--- src/rtl/me_pixel_feeder_pkg.sv ---
// Shared constants and state encoding for the motion-estimation pixel feeder.
// The block edge, its square and cube define the beat count of one full search.
package me_pixel_feeder_pkg;

  localparam int BLK_SIZE = 8;
  localparam int BS_SQ    = BLK_SIZE * BLK_SIZE;
  localparam int BS_CUBE  = BS_SQ * BLK_SIZE;
  localparam int COORD_W  = 10;

  typedef enum logic [2:0] {
    IDLE   = 3'd0,
    FETCH  = 3'd1,
    STREAM = 3'd2,
    DRAIN  = 3'd3,
    DONE   = 3'd4
  } state_t;

endpackage

--- src/rtl/me_pixel_feeder_addr_clamp.sv ---
// Combinational edge-replicating address generator: clamps a signed (x, y)
// into the frame and returns the linear pixel address y*FRAME_W + x.
module me_addr_clamp
  import me_pixel_feeder_pkg::*;
#(
  parameter int FRAME_W = 64,
  parameter int FRAME_H = 64,
  parameter int ADDR_W  = 12
) (
  input  logic signed [COORD_W-1:0] x,
  input  logic signed [COORD_W-1:0] y,
  output logic        [ADDR_W-1:0]  addr
);

  localparam logic signed [COORD_W-1:0] X_MAX = COORD_W'(FRAME_W - 1);
  localparam logic signed [COORD_W-1:0] Y_MAX = COORD_W'(FRAME_H - 1);

  logic [COORD_W-1:0] cx;
  logic [COORD_W-1:0] cy;

  always_comb begin
    if (x < 0)
      cx = '0;
    else if (x > X_MAX)
      cx = X_MAX;
    else
      cx = x;

    if (y < 0)
      cy = '0;
    else if (y > Y_MAX)
      cy = Y_MAX;
    else
      cy = y;

    addr = ADDR_W'(32'(cy) * FRAME_W + 32'(cx));
  end

endmodule

--- src/rtl/me_pixel_feeder.sv ---
// Fetches the current block and the two reference search pixels per beat from
// 1-cycle-latency SRAMs and streams BLK_SIZE^3 beats to the SAD PE row per go.
module me_pixel_feeder
  import me_pixel_feeder_pkg::*;
#(
  parameter int FRAME_W = 64,
  parameter int FRAME_H = 64,
  parameter int ADDR_W  = 12
) (
  input  logic              clk,
  input  logic              reset,
  input  logic              go,
  input  logic [7:0]        blk_x,
  input  logic [7:0]        blk_y,
  output logic              cur_rd,
  output logic [ADDR_W-1:0] cur_addr,
  input  logic [7:0]        cur_data,
  output logic              ref_rd,
  output logic [ADDR_W-1:0] ref_addr,
  output logic [ADDR_W-1:0] ref_addr_hi,
  input  logic [15:0]       ref_data,
  output logic [7:0]        c,
  output logic [7:0]        p,
  output logic [7:0]        p_prime,
  output logic              start,
  output logic              valid,
  output logic              busy,
  output logic              done
);

  localparam int CNT_W   = $clog2(BLK_SIZE);
  localparam int BEAT_W  = 3 * CNT_W;
  localparam int N_CLAMP = 3;
  localparam int CL_CUR  = 0;
  localparam int CL_LO   = 1;
  localparam int CL_HI   = 2;

  localparam logic signed [COORD_W-1:0] HALF = COORD_W'(BLK_SIZE / 2);
  localparam logic signed [COORD_W-1:0] BS_S = COORD_W'(BLK_SIZE);

  state_t state_reg, state_next;

  logic [BEAT_W-1:0] beat_reg;
  logic [7:0]        blk_x_reg;
  logic [7:0]        blk_y_reg;
  logic              valid_reg;
  logic              start_reg;
  logic              issue;
  logic              last_beat;

  logic [CNT_W-1:0] col, row, mi;
  logic signed [COORD_W-1:0] bx, by, col_s, row_s, mi_s;

  logic signed [COORD_W-1:0] clamp_x    [N_CLAMP];
  logic signed [COORD_W-1:0] clamp_y    [N_CLAMP];
  logic        [ADDR_W-1:0]  clamp_addr [N_CLAMP];

  // A single beat counter: col in the low bits wraps into row, row into mi.
  assign col = beat_reg[CNT_W-1:0];
  assign row = beat_reg[2*CNT_W-1:CNT_W];
  assign mi  = beat_reg[BEAT_W-1:2*CNT_W];
  assign last_beat = (beat_reg == BEAT_W'(BS_CUBE - 1));

  always_ff @(posedge clk or posedge reset) begin
    if (reset)
      state_reg <= IDLE;
    else
      state_reg <= state_next;
  end

  always_comb begin
    state_next = state_reg;
    case (state_reg)
      IDLE:    if (go) state_next = FETCH;
      FETCH:   state_next = STREAM;
      STREAM:  if (last_beat) state_next = DRAIN;
      DRAIN:   state_next = DONE;
      DONE:    state_next = IDLE;
      default: state_next = IDLE;
    endcase
  end

  always_comb begin
    issue = (state_reg == FETCH) || (state_reg == STREAM);
    busy  = (state_reg != IDLE);
    done  = (state_reg == DONE);
  end

  always_ff @(posedge clk or posedge reset) begin
    if (reset) begin
      beat_reg  <= '0;
      blk_x_reg <= '0;
      blk_y_reg <= '0;
      valid_reg <= 1'b0;
      start_reg <= 1'b0;
    end else begin
      if (state_reg == IDLE && go) begin
        blk_x_reg <= blk_x;
        blk_y_reg <= blk_y;
      end
      beat_reg  <= issue ? beat_reg + BEAT_W'(1) : '0;
      valid_reg <= issue;
      start_reg <= (state_reg == FETCH);
    end
  end

  assign bx    = signed'(COORD_W'(blk_x_reg));
  assign by    = signed'(COORD_W'(blk_y_reg));
  assign col_s = signed'(COORD_W'(col));
  assign row_s = signed'(COORD_W'(row));
  assign mi_s  = signed'(COORD_W'(mi));

  assign clamp_x[CL_CUR] = bx + col_s;
  assign clamp_y[CL_CUR] = by + row_s;
  assign clamp_x[CL_LO]  = bx - HALF + col_s;
  assign clamp_y[CL_LO]  = by - HALF + mi_s + row_s;
  assign clamp_x[CL_HI]  = bx - HALF + col_s + BS_S;
  assign clamp_y[CL_HI]  = by - HALF + mi_s + row_s;

  generate
    for (genvar gi = 0; gi < N_CLAMP; gi++) begin : g_clamp
      me_addr_clamp #(
        .FRAME_W (FRAME_W),
        .FRAME_H (FRAME_H),
        .ADDR_W  (ADDR_W)
      ) u_clamp (
        .x    (clamp_x[gi]),
        .y    (clamp_y[gi]),
        .addr (clamp_addr[gi])
      );
    end
  endgenerate

  assign cur_rd      = issue;
  assign ref_rd      = issue;
  assign cur_addr    = issue ? clamp_addr[CL_CUR] : '0;
  assign ref_addr    = issue ? clamp_addr[CL_LO]  : '0;
  assign ref_addr_hi = issue ? clamp_addr[CL_HI]  : '0;

  // The SRAM read registers act as the stream pipeline stage; gating by the
  // registered valid keeps the outputs at zero outside a run and under reset.
  assign c       = valid_reg ? cur_data       : '0;
  assign p_prime = valid_reg ? ref_data[7:0]  : '0;
  assign p       = valid_reg ? ref_data[15:8] : '0;
  assign valid   = valid_reg;
  assign start   = start_reg;

endmodule

--- config.mk ---
export PLATFORM = sky130hd
export DESIGN_NAME = me_pixel_feeder
export DESIGN_NICKNAME = d
export VERILOG_FILES = /design/src/rtl/me_pixel_feeder_pkg.sv /design/src/rtl/me_pixel_feeder_addr_clamp.sv /design/src/rtl/me_pixel_feeder.sv
export SDC_FILE = /design/constraint.sdc
export NUM_CORES = 1
export LEC_CHECK = 0
export BUFFER_PORTS_ARGS = -buffer_cell sky130_fd_sc_hd__buf_4
export CAP_MARGIN = 20
export CORE_AREA = 3 3 91 93
export DETAILED_ROUTE_END_ITERATION = 10
export DIE_AREA = 0 0 94 96
export HOLD_SLACK_MARGIN = 0.05
export PLACE_DENSITY = 0.88
export SETUP_SLACK_MARGIN = 0.15
export SYNTH_ARGS = -nofsm -noshare
export SYNTH_HDL_FRONTEND = slang
export SYNTH_HIERARCHICAL = 1
export SYNTH_SLANG_ARGS = --single-unit
--- constraint.sdc ---
create_clock -name clk -period 4.05 [get_ports clk]
set_input_delay 0.6075 -clock clk [delete_from_list [all_inputs] [get_ports clk]]
set_output_delay 0.6075 -clock clk [all_outputs]
set_load 0.02 [all_outputs]
======== Yosys cells after proc, flatten, opt, wreduce, memory -nomap -nowiden ========
Cells that the tools add are included.
operators by class
  add/subtract/negate cells ............... 12
  eq/ne operators ......................... 7
  shift operators ......................... 0
  divide/modulo/power cells ............... 0
  reduce and logical (&&, ||, !) cells .... 5
  multiply operators ...................... 0
  $lt $le $gt $ge ......................... 10
  mux-type cells .......................... 20
  bitwise logic cells ..................... 0
operators with widths
  kind                   number
  $mux 10                5
  $add 12x10->12         3
  $mux 12                3
  $gt 10x7->1 const B    3
  $lt 10x1->1 const B    3
  $mux 6                 4
  $mux 8                 3
  $add 9x4->10           2
  $add 8x3->9            2
  $gt 9x6->1 const B     2
  $lt 9x1->1 const B     2
  $mux 9                 2
  $sub 8x3->9 const B    2
  $pmux 3 s4             1
  $add 10x4->10          1
  $add 10x5->10 const B  1
  $add 9x1->9 const B    1
  $eq 9x9->1 const B     1
  $eq 3x2->1 const B     2
  $mux 3                 2
  $ne 2x2->1 const B     2
  $eq 3x1->1 const B     1
  $eq 3x3->1 const B     1
  $logic_not 3->1        1
  other kinds (4)        4
storage, ports and cells
  ROM bits ................................ 0
  latch bits .............................. 0
  word-level logic and storage cells ...... 60
  bits in writable memories ............... 0
  memories ................................ 0
  register bits ........................... 30

======== Depth between registers and ports, before layout ========
Gate-level depths: netlist of the first run.
  depth after elaboration ................. 8
  mapped depth ............................ 22
  depth with buffers taken out ............ 21

======== By module ========
Netlist of the first run, hierarchy kept.
by module, submodules not included
  module           area an instance (µm²)  sequential area each (µm²)  times used  cells an instance
  me_pixel_feeder  2712.6                  750.7                       1           319
  me_addr_clamp    292.8                   0.0                         3           51

======== Least setup slack after synthesis of the first run ========
No wires, ideal clock.
  path type ............................... flip-flop to output port
  from .................................... register beat_reg[4]
  to ...................................... output ref_addr[7]
  arrival time ............................ 3438 ps
  slack ................................... 5 ps
  cell stages (with the launch flop) ...... 16
  buffers on the path ..................... 1
  cells stage by stage .................... dfrtp_1 > fa_1 > ha_1 > inv_1 > fa_1 > nor2b_1 > nor2_1 > nor3_1 > xor2_1 > or3_4 > buf_6 > nor2_1 > or2_1 > fa_1 > inv_1 > and2_1
RTL lines
  element                   RTL line                RTL
  start: declaration        me_pixel_feeder.sv:43   logic [BEAT_W-1:0] beat_reg;
  start signal: assignment  me_pixel_feeder.sv:101  beat_reg <= issue ? beat_reg + BEAT_W'(1) : '0;
  end: declaration          me_pixel_feeder.sv:19   output logic [ADDR_W-1:0] ref_addr,

==> flow_metrics.py, run 1 <==
metrics = {
    "outcome": {
        "outcome": "finished with violations",
        "violations": "negative setup slack",
    },
    "worst_setup_path": {
        "cp-end-kind": "output port",
        "r2r_slack_ns": 2.32,
        "r2r-end": "blk_x_reg[7]$_DFFE_PP0P_",
        "path_max_fanout": 4,
        "crit_path_start_kind": "flop",
        "cp.arrival_ns": 3.64,
        "ff2ff_path_depth": 4,
        "timing.rr.start": "state_reg[0]$_DFFE_PP0P_",
        "endpoint": "ref_addr[7]",
        "crit_required_ns": 3.44,
        "critPathLaunch": "beat_reg[4]$_DFF_PP0_",
        "path_class": "reg2out",
    },
    "synth": {
        "synth_top_family_by_area": "simple AND/OR/NAND/NOR gates",
        "async_flop_share": 1.00,
        "synth-seq-cells": 30,
        "syn_avg_cell_area_sq_um": 7.61,
        "syn_inst": 472,
        "synth-compound-area-share": 0.0972,
        "synth_xor_xnor_area_share": 0.117,
        "yosysUniqueCellTypes": 49,
        "syn-cell-area_sq_mm": 0.00359,
        "ys_seq_area_frac": 0.209,
        "synthAdderAreaFrac": 0.134,
        "synth_edf_count": 0,
        "synthSimpleGateAreaFrac": 0.330,
        "yosysWarnings": 6,
        "synth_mux_area_frac": 0.0247,
        "ys.flop_type": "dfrtp_1",
    },
    "cts": {
        "holdBufCountCts": 0,
        "cts_buffer_depth": 2,
        "h-tree-depth": 2,
        "insertion_delay_ns": 0.30,
        "path_clk_slew_ns": 0.07,
        "clock-sinks": 30,
        "cts_tree": "built",
        "cts_inserted_buffers": 5,
        "cts_root_buf": "clkbuf_8",
    },
    "global_routing": {
        "grt_pass1_wl_mm": 14.9,
        "grt_pass1_vias": 3409,
        "grt_max_degree": 40,
        "overflow": 0,
        "antenna_found_initial": 0,
        "grt_usage": 0.204,
    },
    "final_layout": {
        "largest_reg_flops": 9,
        "register_area_sq_um": 751,
        "multi_input_area_sq_mm": 0.00295,
        "layout_commonest_cell": "buf_4",
        "n_fill_cell": 584,
        "final_nets": 694,
        "area_delta_synth_final_pct": 46.6,
        "mostFrequentLayoutCells": "118 x buf_4, 59 x nor2_1, 59 x and2_1",
        "drive_above_1_share": 0.380,
        "antenna_cells": 0,
    },
    "detailed_routing": {
        "route.detailed.drc": 0,
        "drt-vias-per-instance": 5.00,
        "drt_iter0_drc": 111,
        "wl_per_cell_um": 13.8,
        "met3_length_um": 606,
        "drt_first_pass_iters": 4,
        "dr.max_layer_used": "met4",
        "wl_mm": 9.97,
        "ant_nets": 0,
        "met2WireLength_mm": 5.20,
        "wl_met1_mm": 3.94,
        "num_vias": 3604,
    },
    "timing": {
        "drv_slew": 0,
        "worst_pin_slew_ns": 0.831,
        "post-route-min-period_ns": 4.25,
        "rsz0062_at_grt": "yes",
        "finalWorstSetupSlack_ns": -0.202,
        "setup_viol": 10,
        "timing.fmax_ghz": 0.235,
        "max_slew_margin": 0.442,
        "finalCritPeriodShare": 1.05,
        "fin_skew_ns": 0.00634,
        "hold_violations": 0,
    },
    "placed_design": {
        "pre_cts_ws_ns": -0.0529,
        "portBuffers": 108,
        "hpwlAfterDp_mm": 7.02,
        "gp_congestion": 0.885,
    },
    "die": {
        "die_x_um": 94,
        "die-area_sq_mm": 0.00902,
        "rows": 32,
        "core_sq_mm": 0.00761,
        "start_util": 0.472,
        "io_pins": 109,
        "die_y_um": 96,
    },
    "run": {
        "drv_cap": 0,
    },
    "min_path": {
        "min_path_type": "in2async",
    },
}
## cells in the mapped netlist, types with 11 or more instances
| library cell | number | area [sq um] |
|---|---|---|
| xor2_1 | 11 | 96.3 |
| and2_1 | 62 | 388 |
| clkbuf_1 | 14 | 52.6 |
| a21oi_1 | 16 | 80.1 |
| nand3_1 | 12 | 60.1 |
| inv_1 | 44 | 165 |
| nor2_1 | 76 | 285 |
| nand2_1 | 18 | 67.6 |
| dfrtp_1 | 30 | 751 |
| o21ai_0 | 16 | 80.1 |
| ha_1 | 24 | 300 |
| xnor2_1 | 32 | 280 |
## worst min path at each step
stage,slack [ns],to,start
after global routing,0.48,blk_x_reg[6]$_DFFE_PP0P_,reset
final,0.43,blk_x_reg[6]$_DFFE_PP0P_,reset
after CTS,0.44,blk_x_reg[6]$_DFFE_PP0P_,reset
after floorplan,0.46,start$_DFF_PP0_,state_reg[2]$_DFFE_PP0P_
after detailed placement,0.51,start$_DFF_PP0_,state_reg[2]$_DFFE_PP0P_
after global placement,0.49,state_reg[0]$_DFFE_PP0P_,state_reg[2]$_DFFE_PP0P_
## through the flow
step	hold slack, ns	setup TNS [ns]	instances	utilization	cell area [sq um]
after global routing	0.485	-3.27	721	0.692	5260
after global placement	0.490	0	685	0.596	4540
after floorplan	0.462	0	490	-	3670
final	0.425	-1.44	721	0.692	5260
after CTS	0.445	-1.97	710	0.650	4940
after detailed placement	0.511	-0.0760	686	0.598	4550
## worst max-delay path: stages, from the launching register on
cell     delay (ns)
dfrtp_1        0.40
fa_1           0.56
ha_2           0.19
inv_2          0.04
fa_2           0.36
nor2b_4        0.15
nor2_4         0.05
nor3_4         0.14
xor2_2         0.22
or3_4          0.19
nor2_1         0.05
or2_1          0.26
fa_1           0.44
inv_1          0.06
and2_4         0.13
buf_6          0.11
## cells by family after synthesis
group                    after synthesis
AND/OR/NAND/NOR                      223
buffers and inverters                 67
AO/OA/AOI/OAI                         59
XOR/XNOR                              45
adder cells (fa/ha/maj)               33
flip-flops                            30
multiplexers                           8
other                                  7
## per-layer routing
| metal | global-route usage | vias to the layer above |
|---|---|---|
| met5 | 0 | - |
| met4 | 0.0818 | 0 |
| met3 | 0.0297 | 19 |
| met2 | 0.394 | 126 |
| met1 | 0.223 | 1679 |
| li1 | - | 1780 |
## final cells by class
| type | instances | area share |
|---|---|---|
| clock buffer | 6 | 0.0157 |
| sequential | 30 | 0.143 |
| clock inverter | 2 | 0.00238 |
| inverter | 45 | 0.0321 |
| tap | 102 | 0.0243 |
| timing repair buffer | 143 | 0.223 |
| multi-input combinational | 393 | 0.560 |
## what timing repair did
item | CTS | global route
pin swaps | 23 | 25
setup endpoints to repair | 24 | 26
buffers inserted | 16 | 11
resized for setup | 41 | 60
Power of run 1 is left out: the tool's default activity adds up to more than one toggle a clock period on the data nets, which glitch-free logic cannot reach.
==> inputs of run 2 (changes only) <==
CORE_AREA = 3 3 88 90   (was 3 3 91 93)
DIE_AREA = 0 0 91 93   (was 0 0 94 96)
SYNTH_HIERARCHICAL = unset   (was 1)
==> run 2 against run 1 <==
The flow still finishes with violations (negative setup slack); sequential share of layout area grew 1.7 points; synthesized cell count fell by 16%; routed wire length increased by 0.88%; setup slack better by 0.028 ns; fmax is 0.65% higher; cell area shrank 11%; critical path type unchanged; largest cell class unchanged.
==> flow_metrics.py, run 2 <==
metrics = {
    "synth": {
        "yosysWarnings": 0,
        "synth_top_area_frac": 0.227,
        "ys_top_cells_by_area": "dfrtp_1 23%, ha_1 9.1%, and2_1 6.0%",
        "synth-seq-cells": 30,
        "ys_seq_area_frac": 0.227,
        "syn-cell-area_sq_mm": 0.00331,
        "syn_inst": 396,
        "synthTopCellsByCount": "32 x and2_1, 31 x a21oi_1, 30 x dfrtp_1, 30 x nor2_1, 29 x inv_1",
        "async_flop_share": 1.00,
        "yosysMostFrequentCell": "and2_1",
        "syn_avg_cell_area_sq_um": 8.36,
        "ys.flop_type": "dfrtp_1",
        "yosysUniqueCellTypes": 50,
        "yosysTopAreaCell": "dfrtp_1",
        "synth_edf_count": 0,
    },
    "timing": {
        "drv_slew": 0,
        "tns_ns": -1.27,
        "fin_skew_ns": 0.00489,
        "timing.fmax_ghz": 0.237,
        "setup_viol": 12,
        "worst_pin_slew_ns": 0.689,
        "finalCritPeriodShare": 1.04,
        "hold_violations": 0,
        "post-route-min-period_ns": 4.22,
        "max_slew_margin": 0.537,
        "finalWorstSetupSlack_ns": -0.174,
        "rsz0062_at_grt": "yes",
    },
    "worst_setup_path": {
        "critPathLaunch": "blk_y_reg[1]$_DFFE_PP0P_",
        "path_cells": "fa_1 > ha_2 > inv_2 > fa_2 > nand2b_4 > a21oi_4 > buf_6 > nor2_4 > mux2i_2 > a2bb2oi_2 > buf_4 > o21a_4 > ha_4 > xor2_1 > nor2_1 > buf_4",
        "crit_path_start_kind": "flop",
        "endpoint": "ref_addr_hi[8]",
        "r2r_slack_ns": 2.34,
        "timing.rr.start": "state_reg[0]$_DFFE_PP0P_",
        "cp_common_cell": "buf_4",
        "crit_required_ns": 3.44,
        "r2r-end": "blk_y_reg[7]$_DFFE_PP0P_",
        "slowest_stage": "fa_1",
        "cp.arrival_ns": 3.62,
        "crit_buf_inv": 4,
        "worst-path-stages": 16,
        "path_max_fanout": 3,
        "crit_family": "adder cells",
        "ff2ff_path_depth": 4,
        "path_class": "reg2out",
        "cpPeakStageDelay_ns": 0.55,
        "cp-end-kind": "output port",
    },
    "global_routing": {
        "antenna_found_initial": 0,
        "grt_usage": 0.216,
        "overflow": 0,
        "grt_max_degree": 31,
        "grt_pass1_vias": 3237,
        "grt_pass1_wl_mm": 15.2,
    },
    "final_layout": {
        "layout_commonest_cell": "buf_4",
        "register_area_sq_um": 751,
        "area_delta_synth_final_pct": 42.2,
        "drive_above_1_share": 0.373,
        "n_fill_cell": 584,
        "finish.utilization": 0.660,
        "multi_input_area_sq_mm": 0.00260,
        "largest_reg_flops": 9,
        "mostFrequentLayoutCells": "126 x buf_4, 30 x a21oi_1, 30 x dfrtp_1",
        "antenna_cells": 0,
        "final_cells": 630,
        "final_nets": 606,
    },
    "cts": {
        "clock-sinks": 30,
        "cts_inserted_buffers": 5,
        "cts_root_buf": "clkbuf_8",
        "path_clk_slew_ns": 0.06,
        "insertion_delay_ns": 0.28,
        "cts_tree": "built",
        "h-tree-depth": 2,
        "cts_buffer_depth": 2,
    },
    "die": {
        "die_y_um": 93,
        "rows": 31,
        "die-area_sq_mm": 0.00846,
        "io_pins": 109,
        "start_util": 0.464,
        "core_sq_mm": 0.00714,
        "die_x_um": 91,
    },
    "min_path": {
        "min_path_type": "in2async",
    },
    "detailed_routing": {
        "drt_iter0_drc": 218,
        "ant_nets": 0,
        "num_vias": 3456,
        "drt_first_pass_iters": 5,
        "wl_per_cell_um": 16.0,
        "drt-vias-per-instance": 5.49,
        "route.detailed.drc": 0,
        "wl_mm": 10.1,
    },
    "placed_design": {
        "dp_cells": 604,
        "hpwlAfterDp_mm": 6.98,
        "portBuffers": 108,
        "gp_congestion": 0.914,
    },
    "outcome": {
        "outcome": "finished with violations",
        "violations": "negative setup slack",
    },
    "run": {
        "drv_cap": 0,
    },
}
[run 2: layout make-up]
class / instances / area share
Timing Repair Buffer: 134 / 0.220
Clock inverter: 1 / 0.00106
Tap cell: 99 / 0.0263
Clock buffer: 7 / 0.0183
Multi-Input combinational cell: 330 / 0.552
Sequential cell: 30 / 0.159
Inverter: 29 / 0.0231
[run 2: layer usage]
metal	track usage	routed length [um]	vias up
li1	-	-	1629
met1	0.251	3850	1610
met2	0.397	5150	185
met3	0.0547	807	32
met4	0.0540	257	0
met5	0	0	-
[run 2: how the worst min path moves through the flow]
stage                                           to  depth (start not counted)  slack [ns]
final                     blk_x_reg[4]$_DFFE_PP0P_                          3        0.40
after global routing      blk_y_reg[7]$_DFFE_PP0P_                          3        0.42
after CTS                 blk_y_reg[6]$_DFFE_PP0P_                          3        0.41
after detailed placement     beat_reg[0]$_DFF_PP0_                          1        0.48
after global placement       beat_reg[0]$_DFF_PP0_                          1        0.48
after floorplan              beat_reg[0]$_DFF_PP0_                          1        0.45
[run 2: logic make-up after synthesis]
logic type | count (synthesis) | share of synthesized area
xor gates and xnor gates | 35 | 0.0948
buffers and inverters | 46 | 0.0608
muxes | 17 | 0.0559
AOI/OAI and AO/OA | 95 | 0.183
adders and majority gates | 33 | 0.145
DFF | 30 | 0.227
other | 2 | 0.00227
and+or+nand+nor | 138 | 0.231
[run 2: worst reg2reg max path: stages (launching register included)]
cell and delay [ns]:
dfrtp_1 0.43, or3_1 0.41, nor2_1 0.10, buf_4 0.27
mux2_2 0.38
[run 2: repair_timing]
action	CTS	global route
setup endpoints to repair	16	22
hold buffers	0	0
resized for setup	27	21
buffers inserted	9	9
pin swaps	10	16
[run 2: stage by stage]
step / hold WS (ns) / setup slack [ns] / cell area, sq um
6_report: 0.399 / -0.174 / 4710
5_1_grt: 0.424 / -0.253 / 4710
4_1_cts: 0.414 / 0.0215 / 4550
2_1_floorplan: 0.453 / 0.131 / 3360
3_3_place_gp: 0.479 / 0.157 / 4270
3_5_place_dp: 0.482 / -0.0122 / 4270
Power of run 2 is left out for the same reason.
